[src/rtl/freq_meter.sv]
// freq_meter: measures the period of a slow asynchronous input in system
// clock cycles. Each completed period is reported on period_out together
// with a one-cycle valid strobe. A missing edge within MAX_PERIOD cycles
// produces a one-cycle timeout strobe, and the block then re-arms.
// Optional build macro FREQ_METER_LOCK_CHECK_EN enables the frequency-lock
// flag. When the macro is undefined, lock is tied to 0.
module freq_meter #(
  parameter int CNT_W           = 16,
  parameter int MAX_PERIOD      = 65535,
  parameter int EXPECTED_PERIOD = 1000,
  parameter int TOLERANCE       = 2,
  parameter int LOCK_COUNT      = 4
) (
  input  logic             clk,
  input  logic             rst_n,
  input  logic             en,
  input  logic             sig_in,
  output logic [CNT_W-1:0] period_out,
  output logic             valid,
  output logic             busy,
  output logic             timeout,
  output logic             lock
);

  typedef enum logic [1:0] {
    S_IDLE    = 2'd0,
    S_ARM     = 2'd1,
    S_MEASURE = 2'd2
  } state_t;

  localparam logic [CNT_W-1:0] MAX_P = CNT_W'(MAX_PERIOD);

  state_t           state_q, state_d;
  logic             sync1_q, sync2_q, sync3_q;
  logic [CNT_W-1:0] cnt_q, cnt_d;
  logic [CNT_W-1:0] period_q, period_d;
  logic             valid_q, valid_d;
  logic             timeout_q, timeout_d;
  logic             rise_s;
  logic [CNT_W-1:0] cnt_inc_s;

  // The counter stays below MAX_PERIOD, so cnt_q + 1 cannot overflow CNT_W.
  assign rise_s    = sync2_q & ~sync3_q;
  assign cnt_inc_s = cnt_q + {{(CNT_W-1){1'b0}}, 1'b1};

  // Two-flop synchronizer plus one history flop for rising-edge detection.
  always_ff @(posedge clk or negedge rst_n) begin
    if (!rst_n) begin
      sync1_q <= 1'b0;
      sync2_q <= 1'b0;
      sync3_q <= 1'b0;
    end else begin
      sync1_q <= sig_in;
      sync2_q <= sync1_q;
      sync3_q <= sync2_q;
    end
  end

  // Next-state logic: arm on en, measure between edges, time out on missing edges.
  always_comb begin
    state_d   = state_q;
    cnt_d     = cnt_q;
    period_d  = period_q;
    valid_d   = 1'b0;
    timeout_d = 1'b0;
    case (state_q)
      S_IDLE: begin
        cnt_d = {CNT_W{1'b0}};
        if (en) begin
          state_d = S_ARM;
        end else begin
          state_d = S_IDLE;
        end
      end
      S_ARM: begin
        // The first edge only starts the count; it never reports a period.
        cnt_d = {CNT_W{1'b0}};
        if (!en) begin
          state_d = S_IDLE;
        end else if (rise_s) begin
          state_d = S_MEASURE;
        end else begin
          state_d = S_ARM;
        end
      end
      S_MEASURE: begin
        if (!en) begin
          // en wins over a coincident edge: the partial period is dropped.
          state_d = S_IDLE;
          cnt_d   = {CNT_W{1'b0}};
        end else if (rise_s) begin
          // An edge wins over a coincident timeout, so period_out can equal MAX_PERIOD.
          period_d = cnt_inc_s;
          valid_d  = 1'b1;
          cnt_d    = {CNT_W{1'b0}};
        end else if (cnt_inc_s == MAX_P) begin
          timeout_d = 1'b1;
          state_d   = S_ARM;
          cnt_d     = {CNT_W{1'b0}};
        end else begin
          cnt_d = cnt_inc_s;
        end
      end
      default: begin
        state_d = S_IDLE;
        cnt_d   = {CNT_W{1'b0}};
      end
    endcase
  end

  // State, counter and the registered result/strobe outputs.
  always_ff @(posedge clk or negedge rst_n) begin
    if (!rst_n) begin
      state_q   <= S_IDLE;
      cnt_q     <= {CNT_W{1'b0}};
      period_q  <= {CNT_W{1'b0}};
      valid_q   <= 1'b0;
      timeout_q <= 1'b0;
    end else begin
      state_q   <= state_d;
      cnt_q     <= cnt_d;
      period_q  <= period_d;
      valid_q   <= valid_d;
      timeout_q <= timeout_d;
    end
  end

  assign period_out = period_q;
  assign valid      = valid_q;
  assign timeout    = timeout_q;
  assign busy       = (state_q != S_IDLE);

`ifdef FREQ_METER_LOCK_CHECK_EN
  localparam int LC_W = $clog2(LOCK_COUNT + 1);
  localparam logic [LC_W-1:0] LOCK_MAX = LC_W'(LOCK_COUNT);
  localparam int LO_P = EXPECTED_PERIOD - TOLERANCE;
  localparam int HI_P = EXPECTED_PERIOD + TOLERANCE;

  logic [LC_W-1:0] lock_cnt_q, lock_cnt_d;
  logic            lock_q, lock_d;
  logic            in_range_s;

  assign in_range_s = (int'(cnt_inc_s) >= LO_P) && (int'(cnt_inc_s) <= HI_P);

  // Lock counter: counts consecutive in-tolerance periods and saturates at LOCK_COUNT.
  always_comb begin
    lock_cnt_d = lock_cnt_q;
    lock_d     = lock_q;
    if (!en || timeout_d) begin
      lock_cnt_d = {LC_W{1'b0}};
      lock_d     = 1'b0;
    end else if (valid_d) begin
      if (in_range_s) begin
        if (lock_cnt_q != LOCK_MAX) begin
          lock_cnt_d = lock_cnt_q + {{(LC_W-1){1'b0}}, 1'b1};
        end else begin
          lock_cnt_d = lock_cnt_q;
        end
        lock_d = (lock_cnt_d == LOCK_MAX);
      end else begin
        lock_cnt_d = {LC_W{1'b0}};
        lock_d     = 1'b0;
      end
    end else begin
      lock_cnt_d = lock_cnt_q;
      lock_d     = lock_q;
    end
  end

  // Lock registers update in the same edge as valid.
  always_ff @(posedge clk or negedge rst_n) begin
    if (!rst_n) begin
      lock_cnt_q <= {LC_W{1'b0}};
      lock_q     <= 1'b0;
    end else begin
      lock_cnt_q <= lock_cnt_d;
      lock_q     <= lock_d;
    end
  end

  assign lock = lock_q;
`else
  localparam int unused_lock_cfg = EXPECTED_PERIOD + TOLERANCE + LOCK_COUNT;
  assign lock = 1'b0;
`endif

endmodule

[config.mk]
export PLATFORM = sky130hd
export DESIGN_NAME = freq_meter
export DESIGN_NICKNAME = d
export VERILOG_FILES = /design/src/rtl/freq_meter.sv
export SDC_FILE = /design/constraint.sdc
export NUM_CORES = 1
export LEC_CHECK = 0
export ABC_AREA = 1
export CAP_MARGIN = 40
export CORE_ASPECT_RATIO = 0.5
export CORE_MARGIN = 2
export CORE_UTILIZATION = 46
export DETAILED_ROUTE_END_ITERATION = 16
export HOLD_SLACK_MARGIN = 0.15
export PLACE_DENSITY = 0.68
export SLEW_MARGIN = 20
export SYNTH_ARGS = -nofsm -noshare
export SYNTH_HDL_FRONTEND = slang
export SYNTH_SLANG_ARGS = --single-unit
[constraint.sdc]
create_clock -name clk -period 2.7 [get_ports clk]
set_clock_uncertainty 0.2 [all_clocks]
set_input_delay 0.54 -clock clk [delete_from_list [all_inputs] [get_ports clk]]
set_output_delay 0.54 -clock clk [all_outputs]
set_load 0.1 [all_outputs]
Word-level counts from Yosys, hierarchy flattened
Index checks and enable logic that the tools add are counted.
{"block": "totals", "ff_bits": 39, "in_bits": 4}
{"block": "classes", "add_sub_neg": 1, "eq_ne": 5, "n_mux": 18, "n_bitwise": 2, "n_reduce_logical": 4}
{"operator": "2-to-1 mux 16 bit", "count": 4}
{"operator": "adder 16 x 1 -> 16 bit (second input constant)", "count": 1}
{"operator": "equality test 16 bit (second input constant)", "count": 1}
{"operator": "2-to-1 mux 2 bit", "count": 5}
{"operator": "2-to-1 mux 1 bit", "count": 8}
{"operator": "inequality test 3 bit (second input constant)", "count": 2}
{"operator": "case mux 2 bit (3 select lines)", "count": 1}
{"operator": "AND reduction 3 bit", "count": 1}
{"operator": "equality test 2 x 1 -> 1 bit (second input constant)", "count": 1}
{"operator": "equality test 2 bit (second input constant)", "count": 1}
{"operator": "zero test 2 bit", "count": 1}
{"operator": "AND reduction 2 bit", "count": 1}
{"operator": "nonzero test 2 bit", "count": 1}
{"operator": "bitwise AND 1 bit", "count": 1}
{"operator": "NOT 1 bit", "count": 1}

Longest topological paths before layout
Gate-level depths: netlist of the first run.
{"block": "depth", "depth_word": 6, "ltp_mapped": 13, "ltp_nobuf": 12}

Least setup slack after synthesis of the first run
Ideal clock, no wire load.
{"block": "synth_timing", "path_type": "register to register", "from": "reg cnt_q[0]", "to": "reg cnt_q[6]", "setup_ns": 0.133, "t_arrival_ns": 1.665, "required_time_ns": 2.367, "slack_ns": 0.703, "stages_incl_launch_ff": 13, "path_buffers": 1, "path_cell_list": "dfrtp_1 ha_1 nand2_1 inv_1 nor2_1 nand2_1 nor3_1 nand2_1 nor2_2 nand2_2 nand2_4 buf_6 nor2_1"}
{"block": "synth_via", "elab_chain_len": 6}
{"element": "start, declared", "line_no": "35", "rtl": "logic [CNT_W-1:0] cnt_q, cnt_d;"}
{"element": "start signal, assigned", "line_no": "115", "rtl": "cnt_q <= {CNT_W{1'b0}};"}
{"element": "start signal, assigned", "line_no": "121", "rtl": "cnt_q <= cnt_d;"}
{"element": "adder 16 x 1 -> 16 bit (*)", "line_no": "44", "rtl": "assign cnt_inc_s = cnt_q + {{(CNT_W-1){1'b0}}, 1'b1};"}
{"element": "equality test 16 bit", "line_no": "96", "rtl": "end else if (cnt_inc_s == MAX_P) begin"}
{"element": "2-to-1 mux 16 bit (*)", "line_no": "96"}
{"element": "2-to-1 mux 16 bit (*)", "line_no": "91", "rtl": "end else if (rise_s) begin"}
{"element": "2-to-1 mux 16 bit (*)", "line_no": "87", "rtl": "if (!en) begin"}
{"element": "2-to-1 mux 16 bit (*)", "line_no": "66", "rtl": "case (state_q)"}
{"element": "named net cnt_d[6]", "line_no": "35"}
Mark *: on every way through the listed nets, which the timed path passes. The rest lies on a longest branch.
A chain may end at the register's enable or synchronous reset.

Final worst setup path of the first run
{"block": "layout_timing", "from": "reg cnt_q[0]", "to": "reg cnt_q[9]"}
The elaborated chain is that of the path after synthesis.

==> results of run 1 <==
[timing repair]
item                                   4_1_cts  5_1_grt
setup buffers                                0        0
hold buffers                                 0        1
endpoints found under the hold margin        0       39
[cell families (layout without fill, tap and decap cells)]
family / after synthesis / after routing / share of synthesized area
compound gates: 19 / 19 / 0.0523
simple gates: 136 / 136 / 0.323
xor+xnor: 2 / 2 / 0.00940
other cells: 1 / 1 / 0.00201
fa+ha+maj: 2 / 2 / 0.0134
flops: 39 / 39 / 0.523
buf+inv: 35 / 62 / 0.0765
[layout make-up]
cell class,count,area share
flip-flops and latches,39,0.447
multi-input cells,160,0.341
repair buffers,24,0.0905
inverters,30,0.0515
clock buffers,6,0.0332
well taps,54,0.0309
clock inverters,2,0.00573
[critical path: cells and delay by family (launching register included)]
kind | cells | cell delay, ns
flip-flops | 1 | 0.43
buffers and inverters | 1 | 0.05
AND/OR/NAND/NOR | 9 | 1.19
adder cells (fa/ha/maj) | 1 | 0.25
[flip-flops by register name, summed over array words and instances, names as in the netlist]
register / cells
valid: 1
sync2_q: 1
sync3_q: 1
state_q: 2
sync1_q: 1
timeout: 1
period_out: 16
cnt_q: 16
[worst paths after layout]
kind | start | to | slack [ns] | cells past startpoint
setup / recovery | cnt_q[0]$_DFF_PN0_ | cnt_q[9]$_DFF_PN0_ | 0.45 | 11
setup reg to reg | cnt_q[0]$_DFF_PN0_ | cnt_q[9]$_DFF_PN0_ | 0.45 | 11
max in group asynchronous | rst_n | cnt_q[8]$_DFF_PN0_ | 1.49 | 3
hold / removal | sync1_q$_DFF_PN0_ | sync2_q$_DFF_PN0_ | 0.17 | 0
min in group asynchronous | rst_n | sync3_q$_DFF_PN0_ | 0.40 | 2
hold reg to reg | sync1_q$_DFF_PN0_ | sync2_q$_DFF_PN0_ | 0.17 | 0
[per-stage QoR]
stage | cells | cell area, µm²
2_1_floorplan | 234 | 1860
3_3_place_gp | 305 | 2070
3_5_place_dp | 305 | 2070
4_1_cts | 313 | 2150
5_1_grt | 315 | 2180
6_report | 315 | 2180
[power groups by stage]
stage	clock network [mW]	registers, mW	logic [mW]
after detailed placement	0	0.607	0.0752
after floorplan	0	0.629	0.0284
after CTS	0.399	0.595	0.0755
after global routing	0.431	0.596	0.0844
after global placement	0	0.606	0.0745
final	0.387	0.595	0.0787
[layer usage]
metal  up-vias  routed length [µm]
li1        779                   -
met1       711                1910
met2        31                1660
met3         7                 184
met4         0                  57
met5         -                   0
[cell usage in the layout (no fill, tap or decap), drive strengths merged, types with 2 or more instances in the layout]
master         instances
nand3                 13
nor3                   2
ha                     2
inv                   29
clkinv                 2
nand2                 69
nor2                  41
nand4                  9
buf                   21
o21ai                 17
dfrtp                 39
clkdlybuf4s50          2
clkbuf                 6
==> results.md, run 1 <==
* GRT met3 Usage at 0.0479
* Worst vdd ir at 0.000294 V
* Cell variety after synth at 25
* Fill cells at 378
* Port bufs at 22
* Mapped Area at 0.00186 mm²
* Iter 0 DRT Violations at 87
* Antenna violations before repair at 0
* Storage cell area at 976 µm²
* Crit Path Max Fanout at 15
* Count leader, synth: nand2_1
* Clock network power share at 0.365
* Final worst-path cycle share at 0.832
* Core area at 0.00390 mm²
* Final hold slack at 0.171 ns
* H-tree level count at 2
* Resize count post-CTS at 0
* Seq pwr share at 0.561
* Total internal power at 0.788 mW
* N_diodes at 0
* First-pass GRT wire length at 6580 µm
* Fmax at 445 MHz
* Critical path arrival at 2.23 ns
* Vias/cell at 4.85
* Cell taking the most area after synthesis: dfrtp_1
* Synth top area share at 0.523
* Cell Chain, Critical Path: ha_1 > nand2_1 > inv_1 > nor2_1 > nand2_1 > nor3_1 > nand2_1 > nor2_2 > nand2_2 > nand2_4 > nor2_1
* DP Worst Slack at 0.373 ns
* Drc violations at 0
* Vert. Die Dim at 49.0 µm
* Mapped Cells at 234
* Max_cap viols at 0
* Area growth syn-to-layout at 17.2%
* CTS tree: yes
* Final TNS setup at 0 ns
* Most used DFF post-synth: dfrtp_1
* CTS Buf Count at 5
* WP data required at 2.68 ns
* Async set-reset flop share out of synthesis at 1.00
* RSZ-0062 raised after global routing: no
* Layout cell share with drive strength beyond 1 at 0.161
* Power per Cell Area at 486 mW/mm²
* Clock-pin slew on the worst setup and hold paths at 0.08 ns
* Die W at 94.0 µm
* Worst-Margin Slew at 0.739 ns
* Top cells by count, synth: nand2_1, dfrtp_1, nor2_1
* Combinational share of power at 0.074
* Status: completed
* Hpwl dp at 2790 µm
* Most used cell, CP: nand2_1
* Area contributors post-synth: dfrtp_1, nand2_1, nor2_1, inv_1, o21ai_0
* Wire per inst at 12.1 µm
* Switching Share at 0.257
* Net Switching at 0.273 mW
* Worst stage delay on the critical path at 0.43 ns
* Min-Delay Path Class: register to register
* Final Hold Vio Count at 0
* Seq cells post-synth at 39
* Synthesis Warnings at 0
* Type of origin of the critical path: register
* PnR worst setup slack at 0.453 ns
* Crit end category: register
* DR vias at 1528
* Met1 usage at 0.291
* Final core occ at 0.560
* Slew Viols, Final at 0
* DIE AREA at 0.00461 mm²
* Final min period at 2.25 ns
* Critical path type: register to register
* Final Net Count at 266
* Largest net degree at the start of global routing at 40
* DR pass1 iterations at 4
* Setup violators final at 0
* Vias in the first global route at 1376
* Mean post-synth cell area at 7.97 µm²
* Most Crowded Layer GR: met1
* Final wirelength at 3820 µm
* Number of flops mapped to enable cells by yosys at 0
* Sink Count at 39
* Pwr Total at 1.06 mW
* Clock root cell: clkbuf_8
* Critical Path Slowest Stage Cell: dfrtp_1
* M2 GR Usage at 0.264
* Longest Clk Path Bufs at 2
* Slew HR at 0.507
* Post-DRT Antenna Nets at 0
* I/O pins at 24
* Leak Pwr at 1.02 nW
* Multi-input logic area at 746 µm²
* Initial Utilization at 0.478
* Routability cong. at 0.871
* GRT Util Overall at 0.191
* Synthesized Nets at 240
* Clk Latency, worst-skew pair at 0.30 ns
* Gr ovfl total at 0
* Row count at 16
* Post-synthesis sequential area ratio at 0.523
No activity file was read; power rests on OpenSTA's default activity.
==> inputs of run 2 (changes only) <==
Clock period 2.7 ns to 2.1 ns, I/O delays scaled along.
==> run 2 against run 1 <==
  * Via count grew 7.2%
  * Register-to-register slack worse by 0.40 ns
  * First-iteration DRC count rose by 8.0%
  * Routed wire length up 12%
  * Clock power rose by 40%
  * Critical path type unchanged
  * Highest routed layer unchanged
==> results.md, run 2 (synthesis gave the netlist of run 1 again) <==
* Slew Viols, Final at 0 (unchanged)
* Final Hold Vio Count at 0 (unchanged)
* WP data required at 2.13 ns (-0.55 ns)
* Commonest cells after routing, fill and taps aside: nand2_1, dfrtp_1, inv_1
* Most common cell after layout, fill and taps aside: nand2_1
* Leak Pwr at 1.15 nW (+13%)
* Sink Count at 39 (unchanged)
* Final TNS setup at 0 ns (unchanged)
* CTS tree: yes
* Max_cap viols at 0 (unchanged)
* Non-filler instance count after layout at 328 (+4.1%)
* Vias in the first global route at 1501 (+9.1%)
* Layout cell share with drive strength beyond 1 at 0.270 (+0.109)
* Core area at 0.00390 mm² (unchanged)
* Final min period at 2.05 ns (-0.196 ns)
* DR vias at 1638 (+7.2%)
* Post-DRT Antenna Nets at 0 (unchanged)
* Min-Delay Path Class: register to register
* Hpwl dp at 2980 µm (+6.6%)
* Slew HR at 0.560 (+0.0530)
* Clock-pin slew on the worst setup and hold paths at 0.08 ns (about the same)
* Status: completed
* Clk Latency, worst-skew pair at 0.30 ns (about the same)
* DIE AREA at 0.00461 mm² (unchanged)
* Iter 0 DRT Violations at 94 (+8.0%)
* Critical Path Slowest Stage Cell: dfrtp_1
* Fmax at 487 MHz (+9.5%)
* Clock root cell: clkbuf_8
* Flop2flop setup slack at 0.05 ns (-0.40 ns)
* Final Net Count at 279 (+4.9%)
* Vias/cell at 4.99 (+3.0%)
* Drc violations at 0 (unchanged)
* Cell Chain, Critical Path: ha_4 > nand3_4 > nor2_4 > buf_4 > nand3_1 > nand2_1 > nand2_2 > nand3_2 > nor2_4 > nand2_4 > nand2_4 > nor2_2
* Wire per inst at 13.0 µm (+7.5%)
* Die W at 94.0 µm (unchanged)
* Area growth syn-to-layout at 41.1%
* Dpl cells at 317 (+3.9%)
* Final core occ at 0.674 (+0.114)
* Longest Clk Path Bufs at 2 (unchanged)
* Routability cong. at 0.958 (+9.9%)
* Setup violators final at 0 (unchanged)
* Initial Utilization at 0.478 (unchanged)
* I/O pins at 24 (unchanged)
* Final wirelength at 4270 µm (+12%)
* First-pass GRT wire length at 6760 µm (+2.7%)
* Final hold slack at 0.155 ns (-0.0155 ns)
* CTS Buf Count at 5 (unchanged)
* Critical path arrival at 2.08 ns (-0.15 ns)
* Row count at 16 (unchanged)
* CP startpoint: cnt_q[0]$_DFF_PN0_
* Antenna violations before repair at 0 (unchanged)
* Gr ovfl total at 0 (unchanged)
* Power per Cell Area at 543 mW/mm² (+12%)
* H-tree level count at 2 (unchanged)
* Port bufs at 22 (unchanged)
* Largest net degree at the start of global routing at 30 (-25%)
* Type of origin of the critical path: register
* GRT Util Overall at 0.194 (+0.00344)
* Worst stage delay on the critical path at 0.40 ns (-0.03 ns)
* DR pass1 iterations at 4 (unchanged)
* Crit Path Max Fanout at 8 (-7)
* Critical path type: register to register
* Worst vdd ir at 0.000472 V (+60%)
* Worst-Margin Slew at 0.658 ns (-0.0811 ns)
* Crit end category: register
* Reg2Reg Launch Point: cnt_q[0]$_DFF_PN0_
* N_diodes at 0 (unchanged)
* Vert. Die Dim at 49.0 µm (unchanged)
* Hold Startpoint: sync1_q$_DFF_PN0_
* RSZ-0062 raised after global routing: yes
* Pwr Total at 1.43 mW (+35%)
* Final worst-path cycle share at 0.977 (+0.145)
-- run 2: cell types whose count changed in the layout (fill, tap and decap cells not counted), moves of 4 or more --
| cell | change |
|---|---|
| buf_12 | +18 |
| nor2_1 | -8 |
| buf_4 | -6 |
| nor2_4 | +6 |
| nand2_1 | -4 |
-- run 2: report_power, final --
group / leakage (nW) / internal (mW) / total, mW / switching [mW]
registers: 0.535 / 0.760 / 0.768 / 0.00771
logic: 0.571 / 0.0380 / 0.120 / 0.0819
clock network: 0.0484 / 0.269 / 0.541 / 0.272
total: 1.15 / 1.07 / 1.43 / 0.362
-- run 2: stage by stage --
step	area, µm²	worst slack [ns]
final	2630	0.0485
after global routing	2630	-0.0634
after CTS	2510	0.0113
after detailed placement	2400	-0.0297
after global placement	2400	0.105
after floorplan	1860	0.103
-- run 2: area by class of cell --
cell class / count / area (µm²)
clock buffers: 7 / 86.3
clock inverters: 1 / 8.76
fillers: 319 / 1270
inverters: 30 / 113
multi-input cells: 161 / 866
flip-flops and latches: 39 / 976
well taps: 54 / 67.6
repair buffers: 36 / 513
-- run 2: worst paths after layout --
path | endpoint | depth (start not counted)
min in group asynchronous | period_out[3]$_DFFE_PN0P_ | 2
worst min register to register | sync2_q$_DFF_PN0_ | 0
max in group asynchronous | cnt_q[11]$_DFF_PN0_ | 3
worst min-delay path | sync2_q$_DFF_PN0_ | 0
worst max-delay path | cnt_q[10]$_DFF_PN0_ | 12
worst max register to register | cnt_q[10]$_DFF_PN0_ | 12
-- run 2: what timing repair did --
action / CTS / global route
endpoints found under the setup margin: 15 / 19
buffers inserted: 0 / 1
cloned: 0 / 1
endpoints found under the hold margin: 39 / 0
pin swaps: 0 / 3
resized for setup: 1 / 28
hold buffers: 1 / 0
-- run 2: routing by layer --
metal	up-vias	wire, µm	GRT usage	part of all wire
li1	806	-	-	-
met1	757	1910	0.261	0.45
met2	65	1960	0.298	0.46
met3	10	328	0.0587	0.077
met4	0	79	0.0749	0.018
met5	-	0	0	0
-- run 2: worst max-delay path, delay by kind of cell, from the launching register on --
kind	cells	cell delay (ns)
DFF	1	0.40
and+or+nand+nor	10	1.05
buffers and inverters	1	0.14
adders and majority gates	1	0.18
